## src/rtl/zpu_sd_pkg.sv

```systemverilog
//------------------------------------------------------------------------------
// zpu_sd_pkg : shared field indices and transfer states for the ZPU SD bridge
// Rev 1.0
//------------------------------------------------------------------------------
`default_nettype none

package zpu_sd_pkg;

  // zpu_out2 command bits
  localparam int OUT2_LBA_SEL  = 0;
  localparam int OUT2_BLOCK_RD = 1;
  localparam int OUT2_BLOCK_WR = 2;
  localparam int OUT2_SLOT     = 3;
  // Slot field is decoded at full 3-bit width so out-of-range slots are caught
  localparam int SLOT_FIELD_W  = 3;

  // zpu_in2 status fields
  localparam int IN2_IO_DONE   = 0;
  localparam int IN2_TOGGLE    = 1;
  localparam int IN2_FILENO    = 2;
  localparam int IN2_FILETYPE  = 5;
  localparam int IN2_READONLY  = 7;
  localparam int IN2_ERROR     = 8;
  localparam int IN2_BUSY      = 9;

  typedef enum logic [1:0] {
    IDLE = 2'd0,
    REQ  = 2'd1,
    XFER = 2'd2,
    DONE = 2'd3
  } xfer_state_t;

  function automatic int idx_width(input int n);
    return (n > 1) ? $clog2(n) : 1;
  endfunction

endpackage

`default_nettype wire

```

## src/rtl/zpu_mount_queue.sv

```systemverilog
//------------------------------------------------------------------------------
// zpu_mount_queue : per-slot image info and paced, lowest-first mount reports
// Rev 1.0
//------------------------------------------------------------------------------
`default_nettype none

module zpu_mount_queue
  import zpu_sd_pkg::*;
#(
  parameter int NUM_IMG = 4
) (
  input  logic               clk_sys,
  input  logic               reset,
  input  logic [NUM_IMG-1:0] img_mounted,
  input  logic [NUM_IMG-1:0] img_readonly,
  input  logic [31:0]        img_size,
  input  logic [1:0]         img_type,
  output logic               mount_toggle,
  output logic [2:0]         fileno,
  output logic [1:0]         filetype,
  output logic               readonly,
  output logic [31:0]        filesize
);

  localparam int IDX_W = idx_width(NUM_IMG);

  logic [NUM_IMG-1:0] mnt_q;
  logic [NUM_IMG-1:0] mnt_rise;
  logic [NUM_IMG-1:0] pending;
  logic [NUM_IMG-1:0] pick_oh;
  logic [IDX_W-1:0]   pick;
  logic [IDX_W-1:0]   cur;
  logic [1:0]         rep_hist;
  logic               report;

  logic [31:0]        size_tab [NUM_IMG];
  logic [1:0]         type_tab [NUM_IMG];
  logic [NUM_IMG-1:0] ro_tab;

  assign mnt_rise = img_mounted & ~mnt_q;
  assign report   = (|pending) && (rep_hist == 2'b00);
  assign filesize = size_tab[cur];

  always_comb begin
    pick    = '0;
    pick_oh = '0;
    for (int i = NUM_IMG - 1; i >= 0; i--) begin
      if (pending[i]) begin
        pick    = IDX_W'(i);
        pick_oh = '0;
        pick_oh[i] = 1'b1;
      end
    end
  end

  // Image info survives core reset so firmware can re-enumerate after it
  always_ff @(posedge clk_sys) begin
    for (int i = 0; i < NUM_IMG; i++) begin
      if (mnt_rise[i]) begin
        size_tab[i] <= img_size;
        type_tab[i] <= img_type;
        ro_tab[i]   <= img_readonly[i];
      end
    end
  end

  always_ff @(posedge clk_sys) begin
    if (reset) begin
      mnt_q    <= '0;
      rep_hist <= '0;
      cur      <= '0;
      fileno   <= '0;
      filetype <= '0;
      readonly <= 1'b0;
      for (int i = 0; i < NUM_IMG; i++) begin
        pending[i] <= (size_tab[i] != 32'd0);
      end
    end else begin
      mnt_q    <= img_mounted;
      rep_hist <= {rep_hist[0], report};
      if (report) begin
        mount_toggle <= ~mount_toggle;
        cur          <= pick;
        fileno       <= 3'(pick);
        filetype     <= type_tab[pick];
        readonly     <= ro_tab[pick];
      end
      // A new mount in the same cycle as its report keeps the slot pending
      pending <= (pending & ~(report ? pick_oh : '0)) | mnt_rise;
    end
  end

endmodule

`default_nettype wire

```

## src/rtl/zpu_sd_bridge_mc.sv

```systemverilog
//------------------------------------------------------------------------------
// zpu_sd_bridge_mc : multi-image ZPU register <-> hps_io SD block bridge
// Rev 1.0
//------------------------------------------------------------------------------
`default_nettype none

module zpu_sd_bridge_mc
  import zpu_sd_pkg::*;
#(
  parameter int NUM_IMG     = 4,
  parameter int BUF_AW      = 9,
  parameter int TIMEOUT_CYC = 2**24
) (
  input  logic               clk_sys,
  input  logic               reset,
  input  logic [31:0]        zpu_out2,
  input  logic [31:0]        zpu_out3,
  input  logic               zpu_io_wr,
  input  logic               zpu_data_wr,
  input  logic               zpu_data_rd,
  output logic [15:0]        zpu_in2,
  output logic [31:0]        zpu_in3,
  input  logic [NUM_IMG-1:0] img_mounted,
  input  logic [NUM_IMG-1:0] img_readonly,
  input  logic [63:0]        img_size,
  input  logic [7:0]         ioctl_index,
  output logic [31:0]        sd_lba,
  output logic [NUM_IMG-1:0] sd_rd,
  output logic [NUM_IMG-1:0] sd_wr,
  input  logic [NUM_IMG-1:0] sd_ack,
  output logic [BUF_AW-1:0]  buf_addr,
  output logic [7:0]         buf_dout,
  output logic               buf_wr,
  input  logic [7:0]         buf_q
);

  localparam int IDX_W = idx_width(NUM_IMG);
  localparam int TO_W  = (TIMEOUT_CYC > 1) ? $clog2(TIMEOUT_CYC) : 1;
  localparam logic [TO_W-1:0] TO_LAST = TO_W'((TIMEOUT_CYC > 0) ? TIMEOUT_CYC - 1 : 0);

  logic dwr_q1, dwr_q2, drd_q, blk_rd_q, blk_wr_q;
  logic wr_edge, rd_fall, blk_rd_rise, blk_wr_rise, lba_sel;
  logic [SLOT_FIELD_W-1:0] req_slot;

  xfer_state_t       state, state_d;
  logic [IDX_W-1:0]  slot, slot_d;
  logic              is_wr, is_wr_d;
  logic [TO_W-1:0]   cnt, cnt_d;
  logic              io_done, io_done_d;
  logic              busy, busy_d;
  logic              error, error_d;
  logic              ack_sel, ack_q;
  logic [NUM_IMG-1:0] slot_oh;

  logic              mount_toggle, readonly;
  logic [2:0]        fileno;
  logic [1:0]        filetype;
  logic [31:0]       filesize;

  logic              unused_inputs;
  assign unused_inputs = &{1'b0, zpu_out2[31:OUT2_SLOT+SLOT_FIELD_W], img_size[63:32], ioctl_index[5:0]};

  assign lba_sel     = zpu_out2[OUT2_LBA_SEL];
  assign req_slot    = zpu_out2[OUT2_SLOT +: SLOT_FIELD_W];
  assign wr_edge     = dwr_q1 & ~dwr_q2;
  assign rd_fall     = drd_q & ~zpu_data_rd;
  assign blk_rd_rise = zpu_out2[OUT2_BLOCK_RD] & ~blk_rd_q;
  assign blk_wr_rise = zpu_out2[OUT2_BLOCK_WR] & ~blk_wr_q;
  assign ack_sel     = sd_ack[slot];

  always_ff @(posedge clk_sys) begin
    if (reset) begin
      dwr_q1   <= 1'b0;
      dwr_q2   <= 1'b0;
      drd_q    <= 1'b0;
      blk_rd_q <= 1'b0;
      blk_wr_q <= 1'b0;
      ack_q    <= 1'b0;
    end else begin
      dwr_q1   <= zpu_data_wr;
      dwr_q2   <= dwr_q1;
      drd_q    <= zpu_data_rd;
      blk_rd_q <= zpu_out2[OUT2_BLOCK_RD];
      blk_wr_q <= zpu_out2[OUT2_BLOCK_WR];
      ack_q    <= ack_sel;
    end
  end

  always_ff @(posedge clk_sys) begin
    if (reset) begin
      sd_lba   <= '0;
      buf_wr   <= 1'b0;
      buf_dout <= '0;
      buf_addr <= '0;
    end else begin
      buf_wr <= wr_edge & ~lba_sel;
      if (wr_edge && lba_sel)  sd_lba   <= zpu_out3;
      if (wr_edge && !lba_sel) buf_dout <= zpu_out3[7:0];
      if (zpu_io_wr)                buf_addr <= '0;
      else if (buf_wr || rd_fall)   buf_addr <= buf_addr + BUF_AW'(1);
    end
  end

  always_ff @(posedge clk_sys) begin
    if (reset) begin
      state   <= IDLE;
      slot    <= '0;
      is_wr   <= 1'b0;
      cnt     <= '0;
      io_done <= 1'b1;
      busy    <= 1'b0;
      error   <= 1'b0;
    end else begin
      state   <= state_d;
      slot    <= slot_d;
      is_wr   <= is_wr_d;
      cnt     <= cnt_d;
      io_done <= io_done_d;
      busy    <= busy_d;
      error   <= error_d;
    end
  end

  always_comb begin
    state_d   = state;
    slot_d    = slot;
    is_wr_d   = is_wr;
    cnt_d     = cnt;
    io_done_d = io_done;
    busy_d    = busy;
    error_d   = error;
    unique case (state)
      IDLE: begin
        if (blk_rd_rise || blk_wr_rise) begin
          if (int'(req_slot) >= NUM_IMG) begin
            error_d   = 1'b1;
            io_done_d = 1'b1;
          end else if (!blk_rd_rise && img_readonly[req_slot[IDX_W-1:0]]) begin
            error_d   = 1'b1;
            io_done_d = 1'b1;
          end else begin
            slot_d    = req_slot[IDX_W-1:0];
            is_wr_d   = ~blk_rd_rise;
            cnt_d     = '0;
            io_done_d = 1'b0;
            busy_d    = 1'b1;
            error_d   = 1'b0;
            state_d   = REQ;
          end
        end
      end
      REQ: begin
        if (ack_sel) begin
          state_d = XFER;
        end else if (TIMEOUT_CYC != 0 && cnt == TO_LAST) begin
          error_d = 1'b1;
          state_d = DONE;
        end else begin
          cnt_d = cnt + TO_W'(1);
        end
      end
      XFER: begin
        if (ack_q && !ack_sel) state_d = DONE;
      end
      DONE: begin
        io_done_d = 1'b1;
        busy_d    = 1'b0;
        state_d   = IDLE;
      end
      default: state_d = IDLE;
    endcase
  end

  for (genvar i = 0; i < NUM_IMG; i++) begin : g_slot_oh
    assign slot_oh[i] = (slot == IDX_W'(i));
  end

  // Requests are gated by reset so they drop in the reset cycle itself
  assign sd_rd = (state == REQ && !is_wr && !reset) ? slot_oh : '0;
  assign sd_wr = (state == REQ &&  is_wr && !reset) ? slot_oh : '0;

  zpu_mount_queue #(
    .NUM_IMG(NUM_IMG)
  ) u_mount_queue (
    .clk_sys      (clk_sys),
    .reset        (reset),
    .img_mounted  (img_mounted),
    .img_readonly (img_readonly),
    .img_size     (img_size[31:0]),
    .img_type     (ioctl_index[7:6]),
    .mount_toggle (mount_toggle),
    .fileno       (fileno),
    .filetype     (filetype),
    .readonly     (readonly),
    .filesize     (filesize)
  );

  assign zpu_in2 = {6'd0, busy, error, readonly, filetype, fileno, mount_toggle, io_done};
  assign zpu_in3 = lba_sel ? filesize : {24'd0, buf_q};

endmodule

`default_nettype wire

```

## config.mk

```make
export PLATFORM = sky130hd
export DESIGN_NAME = zpu_sd_bridge_mc
export DESIGN_NICKNAME = d
export VERILOG_FILES = /design/src/rtl/zpu_sd_pkg.sv /design/src/rtl/zpu_mount_queue.sv /design/src/rtl/zpu_sd_bridge_mc.sv
export SDC_FILE = /design/constraint.sdc
export NUM_CORES = 1
export LEC_CHECK = 0
export ABC_CLOCK_PERIOD_IN_PS = 2590
export BUFFER_PORTS_ARGS = -buffer_cell sky130_fd_sc_hd__buf_4
export CORE_AREA = 2 2 164 166
export DETAILED_ROUTE_END_ITERATION = 7
export DIE_AREA = 0 0 166 168
export GPL_TIMING_DRIVEN = 1
export PLACE_DENSITY = 0.65
export SYNTH_ARGS = -nofsm -noshare
export SYNTH_HDL_FRONTEND = slang
export SYNTH_SLANG_ARGS = --single-unit
```

## constraint.sdc

```tcl
create_clock -name clk_sys -period 2.59 [get_ports clk_sys]
set_clock_uncertainty 0.1 [all_clocks]
set_input_delay 0.6475 -clock clk_sys [delete_from_list [all_inputs] [get_ports clk_sys]]
set_output_delay 0.6475 -clock clk_sys [all_outputs]
set_load 0.05 [all_outputs]
```

==> qor.csv <==
metric,value,unit
yosysUniqueCellTypes,63,
clock-sinks,246,
rsz0062_at_grt,true,
finalHoldViolations,0,
p_leak,4.98,nW
p_sw_share,28.6,%
hp-class,in -> reg,
root_buffer,clkbuf_16,
max_freq,354,MHz
hold_start,img_readonly[2],
required,1.84,ns
cp.arrival,2.08,ns
synth_seq_cells,246,
stdcell_area,13600,µm²
ir_drop,594,µV
dieWidth,166,µm
drv_slew,0,
design.die.area,27900,µm²
yosys.area.top_type,edfxtp_1,
tns,-5.38,ns
maxCapViolations,0,
num_rows,60,
synth_top_area_share,41.1,%
finalCriticalPeriod,2.83,ns
netSwitchingPower,2.92,mW
async_flop_share,0,%
routed_wl,26500,µm
gp_congestion,0.788,
cts_buffers,26,
layout_commonest_cell,buf_4,
tritoncts,built,
vias,7491,
final_cell_mix,"buf_4, edfxtp_1, dfxtp_1",
max_slew_margin,56.8,%
setup_violations,33,
cp-end-kind,output pin,
seq_area_frac_synth,61.6,%
synth_enable_flop_cells,141,
wire_per_inst,18.9,µm
yosys_most_used_dff,edfxtp_1,
finalPower,10.2,mW
core_area,26400,µm²
worst_skew_pair.late_latency,0.53,ns
synthCells,827,
clk_path_buf_depth,3,
viasPerCell,5.35,
intPower,7.27,mW
initial_core_util,39.1,%
cts_htree_levels,1,
start_kind,flop,
crit-reg2reg-launch,state[1]$_SDFFE_PP0P_,
synthToLayoutAreaGrowth,32.1,%
cts_hold_buffers,0,
grt_max_degree,47,
syn_area_per_cell,12.4,µm²
die_h,168,µm
cp_max_fo,6,
grt_pass1_vias,7468,
grt_pass1_wl,41700,µm
yosys_warnings,0,
synth_area,10300,µm²
status,"finished, violations left",
antenna_found_initial,0,
track_usage,18.6,%
fin_ws,-0.238,ns
path_class,reg -> out,
placed_area,12300,µm²
pwr-share-comb,21.0,%
clockPowerShare,34.9,%
tightest_slew,0.642,ns
detail-route-antenna-nets,0,
n_antenna_cell,0,
drive_gt1_share,34.5,%
timing.final.crit_share,109,%
nets,1208,
clkTransAtPathRegs,0.06,ns
synthTopCellsByArea,"edfxtp_1, dfxtp_1, mux4_2",
sequentialPowerShare,44.1,%
p_per_area,749,nW/µm²
drcViolationCount,0,
drt-pass1-iter-count,5,
dp_hpwl,18100,µm
drt_iter0_drc,430,
ios,267,
numPortBuffers,195,
violations,negative setup slack,
grt.overflow.total,0,
-- what timing repair did --
item | CTS | global route
gates resized for setup | 97 | 7
setup endpoints to repair | 40 | 40
cloned | 2 | 0
pin swaps | 4 | 1
buffers inserted | 5 | 3
-- stage by stage --
stage	cells	utilization [%]	hold WS [ns]	worst slack, ns
5_1_grt	1401	51.6	0.184	-0.291
3_3_place_gp	1344	46.7	0.344	0.105
4_1_cts	1399	51.5	0.184	-0.265
3_5_place_dp	1344	46.7	0.350	0.100
2_1_floorplan	833	-	0.343	-0.167
6_report	1401	51.6	0.205	-0.238
-- state kept, by name, indices dropped and copies added, names as in the netlist, 4 cells and up, named ones only --
name	flops
buf_addr	9
buf_dout	8
cnt	24
sd_lba	32
u_mount_queue.mnt_q	4
u_mount_queue.pending	4
u_mount_queue.ro_tab	4
u_mount_queue.size_tab	128
u_mount_queue.type_tab	8
-- worst max-delay path: stages, from the launching register on --
cell     delay (ns)
dfxtp_4        0.43
buf_12         0.15
mux4_2         0.52
mux2_4         0.29
buf_8          0.15
-- area by class of cell --
type,instances,area [µm²]
multi-input cells,516,3850
clock buffers,38,726
flip-flops and latches,246,6350
repair buffers,234,2080
well taps,341,427
fillers,2288,12800
clock inverters,10,101
inverters,16,65.1
-- power groups by stage --
stage	logic, mW	registers, mW	clock network [mW]
5_1_grt	2.31	4.51	3.80
6_report	2.14	4.49	3.56
4_1_cts	2.11	4.49	3.65
2_1_floorplan	1.18	4.61	0
3_3_place_gp	1.95	4.55	0
3_5_place_dp	1.96	4.56	0
-- routing by layer --
layer	part of all wire [%]	up-vias	wire (µm)	GRT usage (%)
li1	-	3530	-	-
met1	42	3667	11200	24.4
met2	49	255	13100	32.3
met3	6.0	39	1590	3.10
met4	2.4	0	629	4.91
met5	0	-	0	0
-- cell usage after synthesis (11+ instances only) --
cell type and instances:
nand3_1 11, o21ai_0 18, buf_4 12, nor2_1 54, nor2b_1 18, clkbuf_1 33, mux2i_1 16, a21oi_1 48
nor4_1 33, nor3_1 14, and2_1 30, mux4_2 36, nand4_1 12, a31oi_1 11, edfxtp_1 141, dfxtp_1 105
inv_1 15, nand2_1 91, or3_1 11
-- final timing paths --
kind | to | slack, ns | cells past startpoint
min reg2reg | sd_lba[23]$_SDFFE_PP0P_ | 0.35 | 2
max | zpu_in3[3] | -0.24 | 4
max reg2reg | cnt[21]$_SDFFE_PP0P_ | 0.17 | 9
min | u_mount_queue.ro_tab[2]$_DFFE_PP_ | 0.21 | 1
-- cells by family after synthesis --
kind of cell,count (synthesis),synth area share [%]
mux,61,10.4
compound gates,125,7.88
fa+ha+maj,7,0.851
other cells,1,0.0364
simple gates,310,15.6
flops,246,61.6
xor+xnor,6,0.511
buf+inv,71,3.10
Power figures use the tool's default switching activity.
